==> config.mk <==
export PLATFORM = sky130hd
export DESIGN_NAME = ring_tick_gen
export DESIGN_NICKNAME = d
export VERILOG_FILES = /design/src/rtl/ring_tick_gen.sv
export SDC_FILE = /design/constraint.sdc
export NUM_CORES = 1
export LEC_CHECK = 0
export BUFFER_PORTS_ARGS = -buffer_cell sky130_fd_sc_hd__buf_2
export CAP_MARGIN = 20
export CORE_ASPECT_RATIO = 0.8
export CORE_MARGIN = 2
export CORE_UTILIZATION = 30
export DETAILED_ROUTE_END_ITERATION = 8
export GPL_ROUTABILITY_DRIVEN = 1
export SYNTH_ARGS = -nofsm -noshare
export SYNTH_HDL_FRONTEND = slang
export SYNTH_SLANG_ARGS = --single-unit
==> constraint.sdc <==
create_clock -name CLK -period 2.7 [get_ports CLK]
set_input_delay 0.54 -clock CLK [delete_from_list [all_inputs] [get_ports CLK]]
set_output_delay 0.54 -clock CLK [all_outputs]
set_load 0.05 [all_outputs]
==> src/rtl/ring_tick_gen.sv <==
// ring_tick_gen: prescaled advance-pulse generator with run/single-step control and ring phase tracking
module ring_tick_gen #(
  parameter int DIV_W  = 24,
  parameter int PHASES = 6
) (
  input  logic             CLK,
  input  logic             RESETN,
  input  logic [DIV_W-1:0] DIV,
  input  logic             RUN,
  input  logic             STEP_REQ,
  output logic             STEP_ACK,
  output logic             CE,
  output logic [2:0]       PHASE,
  output logic             WRAP
);
  typedef enum logic [1:0] {S_IDLE, S_RUN, S_STEP, S_ACK} state_t;
  localparam logic [2:0] LAST = 3'(PHASES - 1);
  state_t           state_q, state_d;
  logic [DIV_W-1:0] cnt_q, cnt_d;
  logic             ce_q, ce_d, ack_q, ack_d, wrap_q, wrap_d;
  logic [2:0]       phase_q, phase_d;
  always_comb begin
    state_d = state_q;
    cnt_d   = '0;
    ce_d    = 1'b0;
    ack_d   = 1'b0;
    case (state_q)
      S_IDLE: state_d = RUN ? S_RUN : (STEP_REQ ? S_STEP : S_IDLE);
      S_RUN: begin
        ce_d    = RUN && (cnt_q >= DIV);
        cnt_d   = (RUN && (cnt_q < DIV)) ? cnt_q + DIV_W'(1) : '0;
        state_d = RUN ? S_RUN : S_IDLE;
      end
      S_STEP: begin
        ce_d    = 1'b1;
        state_d = S_ACK;
      end
      S_ACK: begin
        ack_d   = STEP_REQ;
        state_d = STEP_REQ ? S_ACK : S_IDLE;
      end
      default: state_d = S_IDLE;
    endcase
    phase_d = ce_d ? ((phase_q == LAST) ? 3'd0 : phase_q + 3'd1) : phase_q;
    wrap_d  = ce_d && (phase_q == LAST);
  end
  always_ff @(posedge CLK or negedge RESETN) begin
    if (!RESETN) begin
      state_q <= S_IDLE;
      cnt_q   <= '0;
      ce_q    <= 1'b0;
      ack_q   <= 1'b0;
      phase_q <= 3'd0;
      wrap_q  <= 1'b0;
    end else begin
      state_q <= state_d;
      cnt_q   <= cnt_d;
      ce_q    <= ce_d;
      ack_q   <= ack_d;
      phase_q <= phase_d;
      wrap_q  <= wrap_d;
    end
  end
  assign CE       = ce_q;
  assign STEP_ACK = ack_q;
  assign PHASE    = phase_q;
  assign WRAP     = wrap_q;
endmodule

==> summary.md, run 1 <==
| Metric | Value |
|---|---|
| Outcome | `complete, no violations` |
| Post-Syn Area | `2160 µm²` |
| Startpoint types | `flop` |
| Placer Congestion | `0.759` |
| Setup bufs post-CTS | `0` |
| # diodes | `0` |
| Period utilisation layout | `0.874` |
| Num rows | `27` |
| Hold Buf Count CTS | `0` |
| Placed insts | `357` |
| DRC viols | `0` |
| Yosys warns | `0` |
| DR WL/cell | `11.8 µm` |
| Post-route ant nets | `0` |
| Reg clk slew, reported paths | `0.07 ns` |
| CTS Buf Count | `5` |
| PD cells | `545 nW/µm²` |
| Die area | `7880 µm²` |
| Chip Width | `98.8 µm` |
| # Max-Cap Violations | `0` |
| Setup Viol. Count Final | `0` |
| Relative slew slack | `0.519` |
| First-pass GRT wire length | `7.82 mm` |
| Layout Cells excl Fill | `365` |
| CTS max path bufs | `2` |
| Tot GR Track Use | `0.122` |
| Initial antenna violation count | `0` |
| Resize count post-CTS | `0` |
| R2R setup slack | `0.34 ns` |
| DR vias/cell | `4.64` |
| Placeable Area | `6930 µm²` |
| Post-synth cell types | `36` |
| Vias post-DR | `1,695` |
| Leakage | `0.00123 µW` |
| Post-Syn Instances | `237` |
| FILL cells | `693` |
| Final Routed Wirelength | `4.30 mm` |
| Max VDD drop | `0.000543 V` |
| # H-tree levels | `2` |
| Syn_nets | `294` |
| Reg-to-Reg End | `PHASE[2]$_DFFE_PN0P_` |
| Slew at the pin closest to its max-slew limit | `0.722 ns` |
| CP Capture Type | `flop` |
| Minimum clock period | `2.36 ns` |
| Final nets | `334` |
| Dpl ws | `0.0839 ns` |
| HPWL Detailed | `3.33 mm` |
| RSZ-0062 raised after global routing | `false` |
| Root Buffer | `clkbuf_8` |
| Yosys reg bits | `32` |
| Data arrival time of the worst path | `2.52 ns` |
| Gr ovfl total | `0` |
| Share of post-route cells with drive strength above 1 | `0.187` |
| Area delta synth->final | `16.4%` |
| Vias in the first global route | `1,730` |
| Latest clock arrival within the worst-skew pair | `0.28 ns` |
| CTS sink cnt | `32` |
| CP max FO | `4` |
| Slack of the critical path | `0.341 ns` |
| Final clock skew | `0.00421 ns` |
| Sequential fraction of the synthesis area | `0.371` |
| Die Ht | `79.8 µm` |
| Min-delay worst type | `input port to asynchronous set/reset pin` |
| Crit path from | `cnt_q[17]$_DFF_PN0_` |
| Reg-to-reg startpoint | `cnt_q[17]$_DFF_PN0_` |
| FMAX | `424 MHz` |
| Fin. max-slew vios | `0` |
| R2R depth | `7` |
| Placement Cell Area | `2410 µm²` |
| Setup TNS | `0 ns` |
| # IOs | `34` |
| Starting Density | `0.311` |
| TritonCTS clock tree | `built` |
| Largest net degree at the start of global routing | `33` |
| Detailed Routing Iterations Pass 1 | `4` |
| Port Buffer Count | `33` |
| Fin. Hold Viols | `0` |
| DRT iter0 DRCs | `79` |
| Syn Area/Cell | `9.10 µm²` |
| Final instance area | `2510 µm²` |
| WS Path Type | `flop to flop` |
| Required @ worst endpoint | `2.87 ns` |
==> flip-flops by register name, summed over array words and instances, names as in the netlist <==
| register | flops |
|---|---|
| CE | 1 |
| PHASE | 3 |
| STEP_ACK | 1 |
| WRAP | 1 |
| cnt_q | 24 |
| state_q | 2 |
==> cell type report <==
cell class	count	area, µm²	share of cell area
Sequential cell	32	801	0.319
Multi-Input combinational cell	172	1200	0.480
Timing Repair Buffer	36	188	0.0748
Clock inverter	1	7.51	0.00299
Inverter	30	113	0.0449
Clock buffer	7	86.3	0.0344
Tap cell	87	109	0.0434
==> cell usage in the layout, fill, tap and decap left out, types with 3 or more instances in the layout <==
cell type	instances
xor2_1	15
nor3_1	5
nand3_1	14
a21oi_1	11
nand4_1	13
ha_1	29
inv_1	30
dfrtp_1	32
buf_4	3
and3_1	3
clkbuf_8	6
nand2_1	16
xnor2_1	7
buf_2	33
o21ai_0	3
nor2_1	30
==> layer usage <==
metal / vias to the layer above / wire length (µm) / GRT usage / share of wire
met5: - / 0 / 0 / 0
met4: 0 / 25 / 0.0205 / 0.0058
met3: 4 / 198 / 0.0333 / 0.046
met2: 30 / 1800 / 0.186 / 0.42
met1: 776 / 2270 / 0.173 / 0.53
li1: 885 / - / - / -
==> power breakdown <==
group | internal (µW) | switching, µW
combinational | 136 | 272
sequential | 528 | 48.1
clock | 207 | 176
==> per-stage QoR <==
step                 util  hold WS, ns  total power, µW
global placement    0.349        0.506              990
finish              0.362        0.313             1370
floorplan               -        0.244              908
CTS                 0.362        0.343             1390
global route        0.362        0.377             1460
detailed placement  0.349        0.504              997
==> synthesized netlist by cell type <==
library cell | count | share of area
a211oi_1 | 2 | 0.0070
a21o_1 | 1 | 0.0035
a21oi_1 | 11 | 0.026
a221oi_2 | 1 | 0.0070
a22oi_1 | 1 | 0.0035
a311oi_2 | 1 | 0.0070
a31o_2 | 1 | 0.0041
and2_1 | 2 | 0.0058
and3_1 | 3 | 0.0087
and4_1 | 1 | 0.0041
buf_6 | 2 | 0.010
buf_8 | 1 | 0.0070
dfrtp_1 | 32 | 0.37
ha_1 | 29 | 0.17
inv_1 | 30 | 0.052
mux2_2 | 2 | 0.010
nand2_1 | 16 | 0.028
nand3_1 | 14 | 0.033
nand4_1 | 13 | 0.038
nor2_1 | 30 | 0.052
nor2_2 | 2 | 0.0058
nor2b_1 | 2 | 0.0058
nor3_1 | 5 | 0.012
nor3b_1 | 1 | 0.0035
nor4_1 | 1 | 0.0029
nor4_2 | 1 | 0.0058
o211ai_1 | 1 | 0.0035
o21ai_0 | 3 | 0.0070
o21ai_1 | 1 | 0.0023
o22ai_1 | 1 | 0.0029
o31a_1 | 1 | 0.0041
o31ai_1 | 1 | 0.0035
or2_2 | 1 | 0.0029
or3_1 | 1 | 0.0029
xnor2_1 | 7 | 0.028
xor2_1 | 15 | 0.061
==> worst max path at each step <==
stage | cells past startpoint | endpoint | slack (ns)
6_report | 7 | PHASE[2]$_DFFE_PN0P_ | 0.34
5_1_grt | 7 | PHASE[2]$_DFFE_PN0P_ | 0.11
4_1_cts | 7 | PHASE[2]$_DFFE_PN0P_ | 0.33
3_5_place_dp | 9 | PHASE[2]$_DFFE_PN0P_ | 0.08
3_3_place_gp | 9 | PHASE[1]$_DFFE_PN0P_ | 0.15
2_1_floorplan | 8 | PHASE[1]$_DFFE_PN0P_ | 0.37
==> cells by family after synthesis <==
family,synth area share
flip-flops,0.371
multiplexers,0.0104
buffers and inverters,0.0696
adder cells (fa/ha/maj),0.168
AND/OR/NAND/NOR,0.210
AO/OA/AOI/OAI,0.0807
XOR/XNOR,0.0894
==> worst max-delay path: stages (launching register included) <==
cell,delay (ns)
dfrtp_1,0.42
ha_1,0.30
a21oi_1,0.17
o21ai_1,0.10
a221oi_2,0.34
a21oi_1,0.13
a311oi_2,0.41
mux2_2,0.38
No activity file was read; power rests on OpenSTA's default activity.
==> inputs of run 2 (changes only) <==
Settings changed: CORE_UTILIZATION 30 to 55, PLACE_DENSITY set to 0.78.
==> summary.md, run 2 (synthesized netlist as in run 1, its figures left out) <==
| Metric | Value |
|---|---|
| Minimum clock period | `2.43 ns (+0.0684 ns)` |
| Starting Density | `0.571 (+0.259)` |
| DR vias/cell | `5.27 (+14%)` |
| Startpoint types | `flop` |
| Placed insts | `324 (-9.2%)` |
| Crit path from | `cnt_q[19]$_DFF_PN0_` |
| Chip Width | `74.0 µm (-25%)` |
| CP max FO | `6 (+2)` |
| Latest clock arrival within the worst-skew pair | `0.28 ns (about the same)` |
| Worst Setup EP | `PHASE[2]$_DFFE_PN0P_` |
| Fin. max-slew vios | `0 (unchanged)` |
| Reg-to-Reg End | `PHASE[2]$_DFFE_PN0P_` |
| Final Routed Wirelength | `4.10 mm (-4.8%)` |
| CTS max path bufs | `2 (unchanged)` |
| Relative slew slack | `0.524 (+0.00504)` |
| CTS sink cnt | `32 (unchanged)` |
| CP Capture Type | `flop` |
| Period utilisation layout | `0.899 (+0.0253)` |
| Top reg by flops | `cnt_q` |
| Vias post-DR | `1,751 (+3.3%)` |
| Data arrival time of the worst path | `2.59 ns (+0.07 ns)` |
| DRC viols | `0 (unchanged)` |
| Fin. Hold Viols | `0 (unchanged)` |
| DR WL/cell | `12.3 µm (+4.7%)` |
| Port Buffer Count | `33 (unchanged)` |
| Resize count post-CTS | `0 (unchanged)` |
| Setup bufs post-CTS | `0 (unchanged)` |
| Outcome | `complete, no violations` |
| Most frequent cells in the layout | `buf_2, dfrtp_1, inv_1, nor2_1, ha_1` |
| Placeable Area | `3780 µm² (-45%)` |
| Hold Buf Count CTS | `0 (unchanged)` |
| Vias in the first global route | `1,612 (-6.8%)` |
| Die Ht | `60 µm (-25%)` |
| Largest net degree at the start of global routing | `33 (unchanged)` |
| Required @ worst endpoint | `2.86 ns (about the same)` |
| Crit-path slowest cell | `dfrtp_1` |
| DRT iter0 DRCs | `126 (+59%)` |
| Leakage | `0.00122 µW (-0.36%)` |
| WS Path Type | `flop to flop` |
| PD cells | `558 nW/µm² (+2.4%)` |
| # H-tree levels | `2 (unchanged)` |
| Slew at the pin closest to its max-slew limit | `0.714 ns (-0.00755 ns)` |
| Num rows | `20 (-26%)` |
| Gr ovfl total | `0 (unchanged)` |
| Min-delay worst type | `input port to asynchronous set/reset pin` |
| R2R setup slack | `0.27 ns (-0.07 ns)` |
| Max reg flops | `24 (unchanged)` |
| Final clock skew | `0.00561 ns (+0.00140 ns)` |
| Placer Congestion | `0.854 (+13%)` |
| Detailed Routing Iterations Pass 1 | `4 (unchanged)` |
| CTS Buf Count | `5 (unchanged)` |
| TritonCTS clock tree | `built` |
| # Max-Cap Violations | `0 (unchanged)` |
| FILL cells | `319 (-54%)` |
| Setup Viol. Count Final | `0 (unchanged)` |
| Die area | `4440 µm² (-44%)` |
| Root Buffer | `clkbuf_8` |
| Cell Chain, Critical Path | `ha_1, a21oi_1, o21ai_1, a221oi_2, a21oi_1, a311oi_2, mux2_2` |
| Setup TNS | `0 ns (unchanged)` |
| Commonest non-fill, non-tap cell in the layout | `buf_2` |
| # diodes | `0 (unchanged)` |
| R2R depth | `7 (unchanged)` |
| Final nets | `333 (-0.30%)` |
| Share of post-route cells with drive strength above 1 | `0.181 (-0.00654)` |
| First-pass GRT wire length | `7.11 mm (-9.2%)` |
| Layout Cells excl Fill | `332 (-9.0%)` |
| # IOs | `34 (unchanged)` |
| Reg clk slew, reported paths | `0.06 ns (about the same)` |
| Most common cell on crit path | `a21oi_1` |
| FMAX | `412 MHz (-2.8%)` |
| Reg-to-reg startpoint | `cnt_q[19]$_DFF_PN0_` |
| Initial antenna violation count | `0 (unchanged)` |
| Tot GR Track Use | `0.212 (+0.0906)` |
| RSZ-0062 raised after global routing | `false` |
| Largest stage delay on the critical path | `0.44 ns (+0.02 ns)` |
| Area delta synth->final | `14.0%` |
| Max VDD drop | `0.000765 V (+41%)` |
| HPWL Detailed | `3.04 mm (-8.8%)` |
| Post-route ant nets | `0 (unchanged)` |
[run 2: layer usage]
layer  GRT usage  vias up  part of all wire  wire, µm
met5           0        -                 0         0
li1            -      885                 -         -
met3      0.0506        6             0.055       225
met1       0.284      816              0.48      1970
met2       0.338       44              0.45      1850
met4      0.0753        0             0.014        56
[run 2: how the worst min path moves through the flow]
stage | start | endpoint | slack, ns
final | RESETN | cnt_q[4]$_DFF_PN0_ | 0.31
after global routing | RESETN | cnt_q[0]$_DFF_PN0_ | 0.38
after CTS | RESETN | cnt_q[11]$_DFF_PN0_ | 0.34
after detailed placement | PHASE[1]$_DFFE_PN0P_ | WRAP$_DFF_PN0_ | 0.50
after global placement | PHASE[1]$_DFFE_PN0P_ | WRAP$_DFF_PN0_ | 0.50
after floorplan | RESETN | CE$_DFF_PN0_ | 0.24
[run 2: power breakdown]
part / leakage, µW / switching (µW) / internal (µW)
registers: 0.000438 / 48.5 / 528
logic: 0.000742 / 278 / 138
clock network: 0.0000455 / 171 / 208
total: 0.00122 / 498 / 874
[run 2: critical path: cells and delay by family (launching register included)]
| family | cells | cell delay [ns] |
|---|---|---|
| AOI/OAI and AO/OA | 5 | 1.18 |
| adders and majority gates | 1 | 0.33 |
| DFF | 1 | 0.44 |
| muxes | 1 | 0.38 |
[run 2: stage by stage]
stage / cell area, µm² / power (µW) / hold slack, ns / utilization / worst slack, ns
2_1_floorplan: 2160 / 908 / 0.244 / - / 0.366
3_3_place_gp: 2370 / 988 / 0.499 / 0.626 / 0.178
3_5_place_dp: 2370 / 999 / 0.497 / 0.626 / 0.105
4_1_cts: 2460 / 1380 / 0.338 / 0.650 / 0.278
5_1_grt: 2460 / 1450 / 0.378 / 0.650 / 0.111
6_report: 2460 / 1370 / 0.309 / 0.650 / 0.272
[run 2: cell type report]
cell class | instances | area [µm²] | share of cell area
well taps | 55 | 68.8 | 0.0280
clock buffers | 8 | 90.1 | 0.0367
repair buffers | 35 | 180 | 0.0733
inverters | 30 | 113 | 0.0458
multi-input cells | 172 | 1200 | 0.490
flip-flops and latches | 32 | 801 | 0.326
